File: config.mk
export PLATFORM = sky130hd
export DESIGN_NAME = instr_fetch_unit
export DESIGN_NICKNAME = d
export VERILOG_FILES = /design/src/rtl/fetch_defs.sv /design/src/rtl/fetch_pc_reg.sv /design/src/rtl/instr_fetch_unit.sv
export SDC_FILE = /design/constraint.sdc
export NUM_CORES = 1
export LEC_CHECK = 0
export ABC_AREA = 0
export CAP_MARGIN = 20
export CORE_MARGIN = 3
export CORE_UTILIZATION = 42
export DETAILED_ROUTE_END_ITERATION = 16
export GPL_TIMING_DRIVEN = 0
export HOLD_SLACK_MARGIN = 0.03
export PLACE_DENSITY = 0.85
export SLEW_MARGIN = 20
export SYNTH_ARGS = -nofsm -noshare
export SYNTH_HDL_FRONTEND = slang
export SYNTH_SLANG_ARGS = --single-unit
export TNS_END_PERCENT = 1
File: constraint.sdc
create_clock -name CLK -period 2.4 [get_ports CLK]
set_input_delay 0.24 -clock CLK [delete_from_list [all_inputs] [get_ports CLK]]
set_output_delay 0.24 -clock CLK [all_outputs]
set_load 0.05 [all_outputs]
File: src/rtl/fetch_defs.sv
// Shared definitions for the instruction fetch stage: NOP encoding, default
// halt word, FSM state encoding and the next-PC select used by the PC register.
package fetch_defs;

    localparam logic [31:0] NOP_WORD          = 32'h0000_0000;
    localparam logic [31:0] DEFAULT_HALT_WORD = 32'hFFFF_FFFF;

    typedef enum logic {
        ST_RUN  = 1'b0,
        ST_HALT = 1'b1
    } fetch_state_e;

    typedef enum logic [1:0] {
        PC_HOLD     = 2'd0,
        PC_INC      = 2'd1,
        PC_REDIRECT = 2'd2
    } pc_sel_e;

    // Fetch addresses are always word aligned; stray low bits are dropped.
    function automatic logic [31:0] align_word(input logic [31:0] addr);
        return {addr[31:2], 2'b00};
    endfunction

endpackage

File: src/rtl/fetch_pc_reg.sv
// Program counter register with next-PC mux (redirect / hold / +4).
// Redirect targets are forced to word alignment; +4 wraps modulo 2^32.
module fetch_pc_reg
    import fetch_defs::*;
#(
    parameter logic [31:0] RESET_PC = 32'h0000_0000
) (
    input  logic        clk,
    input  logic        rst,
    input  pc_sel_e     sel,
    input  logic [31:0] redirect_pc,
    output logic [31:0] pc
);

    logic [31:0] pc_next;

    // Select the PC for the next edge.
    always_comb begin
        pc_next = pc;
        case (sel)
            PC_INC:      pc_next = pc + 32'd4;
            PC_REDIRECT: pc_next = align_word(redirect_pc);
            default:     pc_next = pc;
        endcase
    end

    // PC state with synchronous reset.
    always_ff @(posedge clk) begin
        if (rst) begin
            pc <= RESET_PC;
        end else begin
            pc <= pc_next;
        end
    end

endmodule

File: src/rtl/instr_fetch_unit.sv
// IF stage: owns the PC, drives the combinational instruction memory and
// captures the returned word into the IF/ID register. Honours stall, redirect
// from EX, and stops on the halt word or an out-of-range PC.
// Optional macro FETCH_PERF_EN adds saturating fetch / stall-cycle counters.
module instr_fetch_unit
    import fetch_defs::*;
#(
    parameter logic [31:0] RESET_PC   = 32'h0000_0000,
    parameter int unsigned IMEM_DEPTH = 32,
    parameter logic [31:0] HALT_WORD  = DEFAULT_HALT_WORD
) (
    input  logic        CLK,
    input  logic        RST,
    output logic [31:0] imem_addr,
    input  logic [31:0] imem_data,
    input  logic        stall,
    input  logic        redirect_valid,
    input  logic [31:0] redirect_pc,
    output logic [31:0] pc,
    output logic [31:0] if_id_instr,
    output logic [31:0] if_id_pc_plus4,
    output logic        if_id_valid,
    output logic        halted,
`ifdef FETCH_PERF_EN
    output logic [31:0] perf_fetched,
    output logic [31:0] perf_stall_cycles,
`endif
    output logic        fault
);

    fetch_state_e state;
    pc_sel_e      pc_sel;
    logic         range_fault;
    logic         halt_hit;
    logic         fetch_load;

    assign imem_addr = pc;

    // Word index beyond the memory faults regardless of what the bus returns.
    assign range_fault = ({2'b00, pc[31:2]} >= IMEM_DEPTH);
    assign halt_hit    = (imem_data == HALT_WORD) || range_fault;
    assign fetch_load  = (state == ST_RUN) && !redirect_valid && !stall && !halt_hit;

    // Next-PC select; priority redirect > stall > halt detect > increment.
    always_comb begin
        pc_sel = PC_HOLD;
        if (redirect_valid) begin
            pc_sel = PC_REDIRECT;
        end else if (state == ST_RUN && !stall && !halt_hit) begin
            pc_sel = PC_INC;
        end
    end

    fetch_pc_reg #(
        .RESET_PC (RESET_PC)
    ) u_pc_reg (
        .clk         (CLK),
        .rst         (RST),
        .sel         (pc_sel),
        .redirect_pc (redirect_pc),
        .pc          (pc)
    );

    // Fetch FSM with registered IF/ID, halted and fault outputs.
    always_ff @(posedge CLK) begin
        if (RST) begin
            state          <= ST_RUN;
            if_id_instr    <= NOP_WORD;
            if_id_pc_plus4 <= 32'h0000_0000;
            if_id_valid    <= 1'b0;
            halted         <= 1'b0;
            fault          <= 1'b0;
        end else begin
            case (state)
                ST_RUN: begin
                    if (redirect_valid) begin
                        if_id_instr    <= NOP_WORD;
                        if_id_pc_plus4 <= 32'h0000_0000;
                        if_id_valid    <= 1'b0;
                    end else if (stall) begin
                        // Hold everything.
                    end else if (halt_hit) begin
                        state          <= ST_HALT;
                        halted         <= 1'b1;
                        fault          <= range_fault;
                        if_id_instr    <= NOP_WORD;
                        if_id_pc_plus4 <= 32'h0000_0000;
                        if_id_valid    <= 1'b0;
                    end else begin
                        if_id_instr    <= imem_data;
                        if_id_pc_plus4 <= pc + 32'd4;
                        if_id_valid    <= 1'b1;
                    end
                end
                ST_HALT: begin
                    if_id_instr    <= NOP_WORD;
                    if_id_pc_plus4 <= 32'h0000_0000;
                    if_id_valid    <= 1'b0;
                    // An older in-flight branch cancels a speculative halt.
                    if (redirect_valid) begin
                        state  <= ST_RUN;
                        halted <= 1'b0;
                        fault  <= 1'b0;
                    end
                end
                default: begin
                    state <= ST_RUN;
                end
            endcase
        end
    end

`ifdef FETCH_PERF_EN
    // Saturating performance counters; both naturally freeze in HALT.
    always_ff @(posedge CLK) begin
        if (RST) begin
            perf_fetched      <= 32'h0000_0000;
            perf_stall_cycles <= 32'h0000_0000;
        end else begin
            if (fetch_load && perf_fetched != 32'hFFFF_FFFF) begin
                perf_fetched <= perf_fetched + 32'd1;
            end
            if (state == ST_RUN && stall && !redirect_valid &&
                perf_stall_cycles != 32'hFFFF_FFFF) begin
                perf_stall_cycles <= perf_stall_cycles + 32'd1;
            end
        end
    end
`endif

endmodule

==> qor.json <==
{
  "run_status": "finished, final reports clean",
  "cp_max_fo": 10,
  "grt_busiest_layer": "met2",
  "grt_start_max_net_pins": 17,
  "setup_tns_ns": 0,
  "maxcap_violations": 0,
  "die_area_um2": 10200,
  "setup_ws_ns": 0.219,
  "drt_first_pass_iters": 5,
  "design.final.nets": 655,
  "timing.slew.headroom_pct": 45.2,
  "pin_count": 199,
  "grt.met2_usage_pct": 39.1,
  "synthDistinctLibCells": 37,
  "deepest_clock_path_buffer_count": 2,
  "postCtsHoldBufs": 0,
  "antennaDiodeCount": 0,
  "cp_slowest_stage_delay_ns": 0.74,
  "globalRouteMet1Util_pct": 24.7,
  "netlist_instances": 381,
  "max_slew.worst_pin.slew_ns": 0.814,
  "ctsHtreeMaxLevel": 3,
  "drc_marker_count_from_the_first_detailed_route_iteration": 118,
  "critPathArrivalTime_ns": 2.41,
  "place.detailed.instances": 682,
  "final_hold_violation_count": 0,
  "start_util_pct": 43.3,
  "design_area_um2": 6030,
  "synth.top_cells.by_area": "sky130_fd_sc_hd__dfxtp_1 51%, sky130_fd_sc_hd__a22oi_1 7.3%, sky130_fd_sc_hd__buf_4 6.9%, sky130_fd_sc_hd__nor2_1 6.9%, sky130_fd_sc_hd__mux2i_1 6.9%",
  "route.final.wire_length_um": 11200,
  "vias": 3446,
  "fin_hold_ws_ns": 0.425,
  "hold_class": "in -> reg",
  "final_core_utilization_pct": 68.8,
  "finalNonFillerCells": 697,
  "layout-drive-gt1-share_pct": 11.5,
  "ys_warn_count": 0,
  "crit_required_ns": 2.63,
  "post_cts_resized": 0,
  "routed_via_density": 4.94,
  "dp_slack_ns": -0.111,
  "place_area_um2": 5840,
  "grtUsageTotal_pct": 21.8,
  "fin_crit_sh_pct": 90.9,
  "netSwitchingPower_mw": 1.01,
  "synthToLayoutAreaGrowth_pct": 59.1,
  "p_clk_share_pct": 30.6,
  "io_buffers": 190,
  "drc": 0,
  "cell_area_synth_um2": 3790,
  "timing.fmax_mhz": 459,
  "clk_transition_reported_paths_ns": 0.09,
  "tritoncts": "done",
  "critPathSlowestCell": "sky130_fd_sc_hd__nor4_2",
  "avgRoutedWirePerCell_um": 16.1,
  "p_comb_share_pct": 20.1,
  "cts-root-buf": "sky130_fd_sc_hd__clkbuf_8",
  "synthDominantCellAreaShare_pct": 51.2,
  "p_sw_share_pct": 29.5,
  "cellLeakagePower_nw": 2.32,
  "postSynthRegisterBits": 97,
  "num_rows": 34,
  "power.density_cell_area_nw_per_um2": 569,
  "worst-path-buf-inv": 2,
  "report.final.setup_viol": 0,
  "critical_path.top_delay_family": "simple AND/OR/NAND/NOR gates",
  "grt_setup_unrepaired": "no",
  "synth_area_per_cell_um2": 9.95,
  "fp.coreArea_um2": 8760,
  "power_report.internal_total_mw": 2.42,
  "sequential_fraction_of_design_power_pct": 49.3,
  "fill_cells": 711,
  "final_max_slew_viol_count": 0,
  "total_power_mw": 3.43,
  "skew_ns": 0.00884,
  "dpl.hpwl_um": 8780,
  "cts_setup_buffers": 0,
  "timing.critical_path.to_type": "flip-flop",
  "path_class": "in -> reg",
  "grt_first_pass_wirelength_um": 17500,
  "dieWidth_um": 101,
  "cp_cell_sequence": "clkdlybuf4s50_1 -> nand4_1 -> nor4_2 -> a211oi_2 -> buf_2 -> a32oi_1 -> a21oi_1",
  "grt_overflow": 0,
  "first_global_vias": 3531,
  "worst_setup_path_start_kind": "primary input",
  "seq_area_frac_synth_pct": 51.2,
  "vertical_die_dimension_um": 101,
  "clock_insertion_delay_worst_skew_ns": 0.36,
  "max-vdd-ir-drop_v": 0.000338,
  "grt_antenna_before_repair": 0,
  "cts_num_sinks": 97,
  "globalplace.congestion": 0.775,
  "drtAntennaViolNets": 0,
  "netlist.top_cell.by_area": "sky130_fd_sc_hd__dfxtp_1",
  "cts_made_buffers": 9,
  "groute.layer.met3.usage_pct": 8.51,
  "period_needed_ns": 2.18
}
-- flip-flops by register name, summed over array words and instances (netlist names) --
register / cells
state: 1
u_pc_reg.pc: 30
fault: 1
if_id_instr: 32
if_id_valid: 1
if_id_pc_plus4: 31
halted: 1
-- Yosys cell counts --
cell / number
sky130_fd_sc_hd__a211o_1: 1
sky130_fd_sc_hd__a211oi_1: 2
sky130_fd_sc_hd__a211oi_2: 2
sky130_fd_sc_hd__a211oi_4: 1
sky130_fd_sc_hd__a21boi_1: 1
sky130_fd_sc_hd__a21oi_1: 6
sky130_fd_sc_hd__a22oi_1: 37
sky130_fd_sc_hd__a32oi_1: 3
sky130_fd_sc_hd__and2_1: 25
sky130_fd_sc_hd__and3_1: 1
sky130_fd_sc_hd__buf_2: 6
sky130_fd_sc_hd__buf_4: 35
sky130_fd_sc_hd__clkbuf_1: 16
sky130_fd_sc_hd__conb_1: 1
sky130_fd_sc_hd__dfxtp_1: 97
sky130_fd_sc_hd__ha_1: 2
sky130_fd_sc_hd__inv_1: 5
sky130_fd_sc_hd__mux2i_1: 26
sky130_fd_sc_hd__nand2_1: 3
sky130_fd_sc_hd__nand2b_1: 1
sky130_fd_sc_hd__nand3_1: 5
sky130_fd_sc_hd__nand3b_1: 1
sky130_fd_sc_hd__nand4_1: 11
sky130_fd_sc_hd__nand4_2: 1
sky130_fd_sc_hd__nor2_1: 70
sky130_fd_sc_hd__nor2b_1: 2
sky130_fd_sc_hd__nor3_1: 1
sky130_fd_sc_hd__nor3_2: 1
sky130_fd_sc_hd__nor3b_1: 2
sky130_fd_sc_hd__nor4_2: 5
sky130_fd_sc_hd__nor4_4: 2
sky130_fd_sc_hd__o21a_1: 1
sky130_fd_sc_hd__o221ai_1: 1
sky130_fd_sc_hd__o22ai_1: 1
sky130_fd_sc_hd__o31a_1: 1
sky130_fd_sc_hd__xnor2_1: 4
sky130_fd_sc_hd__xor2_1: 1
-- worst min-delay path: cells and delay by family --
family	cells	cell delay, ns
buffers and inverters	1	0.21
multiplexers	1	0.21
AO/OA/AOI/OAI	1	0.08
-- power groups by stage --
stage | clock network (mW) | logic (mW) | registers (mW)
detailed placement | 0 | 0.691 | 1.73
global placement | 0 | 0.681 | 1.73
global route | 1.13 | 0.725 | 1.70
CTS | 1.08 | 0.694 | 1.69
finish | 1.05 | 0.689 | 1.69
floorplan | 0 | 0.300 | 1.84
-- worst paths after layout --
| path | to | depth (start not counted) | startpoint | slack (ns) |
|---|---|---|---|---|
| worst max-delay path | u_pc_reg.pc[4] | 7 | imem_data[21] | 0.22 |
| worst min-delay path | u_pc_reg.pc[7] | 3 | redirect_valid | 0.43 |
| worst min register to register | halted | 2 | halted | 0.46 |
| worst max register to register | u_pc_reg.pc[4] | 6 | u_pc_reg.pc[7] | 0.36 |
-- cell type report --
type                       instances  area [µm²]  area share (%)
tap                              108         135            2.24
inverter                           5        18.8           0.311
buffer                            57         353            5.85
clock buffer                       9         124            2.05
multi-input combinational        225        1490            24.7
timing repair buffer             190        1900            31.5
sequential                        97        1940            32.2
clock inverter                     6        67.6            1.12
-- routing by layer --
metal	vias up	share of wire, %
met2	155	50
met1	1602	39
met4	0	0.65
met5	-	0
li1	1683	-
met3	6	9.5
-- logic make-up after synthesis --
family | count (synthesis) | share of synthesized area (%)
AO/OA/AOI/OAI | 57 | 11.6
XOR/XNOR | 5 | 1.15
adder cells (fa/ha/maj) | 2 | 0.660
buffers and inverters | 62 | 9.80
flip-flops | 97 | 51.2
multiplexers | 26 | 6.86
other | 1 | 0.0989
AND/OR/NAND/NOR | 131 | 18.6
-- cells in the final DEF (no fill, tap or decap), types with 3 or more instances in the layout --
cell | Yosys | routed
sky130_fd_sc_hd__conb_1 | 1 | 4
sky130_fd_sc_hd__nor2_1 | 70 | 70
sky130_fd_sc_hd__and2_1 | 25 | 25
sky130_fd_sc_hd__clkdlybuf4s50_1 | 0 | 190
sky130_fd_sc_hd__inv_1 | 5 | 5
sky130_fd_sc_hd__nand4_1 | 11 | 11
sky130_fd_sc_hd__mux2i_1 | 26 | 26
sky130_fd_sc_hd__nand2_1 | 3 | 3
sky130_fd_sc_hd__clkbuf_1 | 16 | 16
sky130_fd_sc_hd__clkbuf_8 | 0 | 9
sky130_fd_sc_hd__buf_4 | 35 | 35
sky130_fd_sc_hd__nor4_2 | 5 | 5
sky130_fd_sc_hd__nand3_1 | 5 | 5
sky130_fd_sc_hd__a32oi_1 | 3 | 3
sky130_fd_sc_hd__a21oi_1 | 6 | 6
sky130_fd_sc_hd__xnor2_1 | 4 | 4
sky130_fd_sc_hd__dfxtp_1 | 97 | 97
sky130_fd_sc_hd__a22oi_1 | 37 | 37
sky130_fd_sc_hd__buf_2 | 6 | 6
Power figures use the tool's default switching activity.
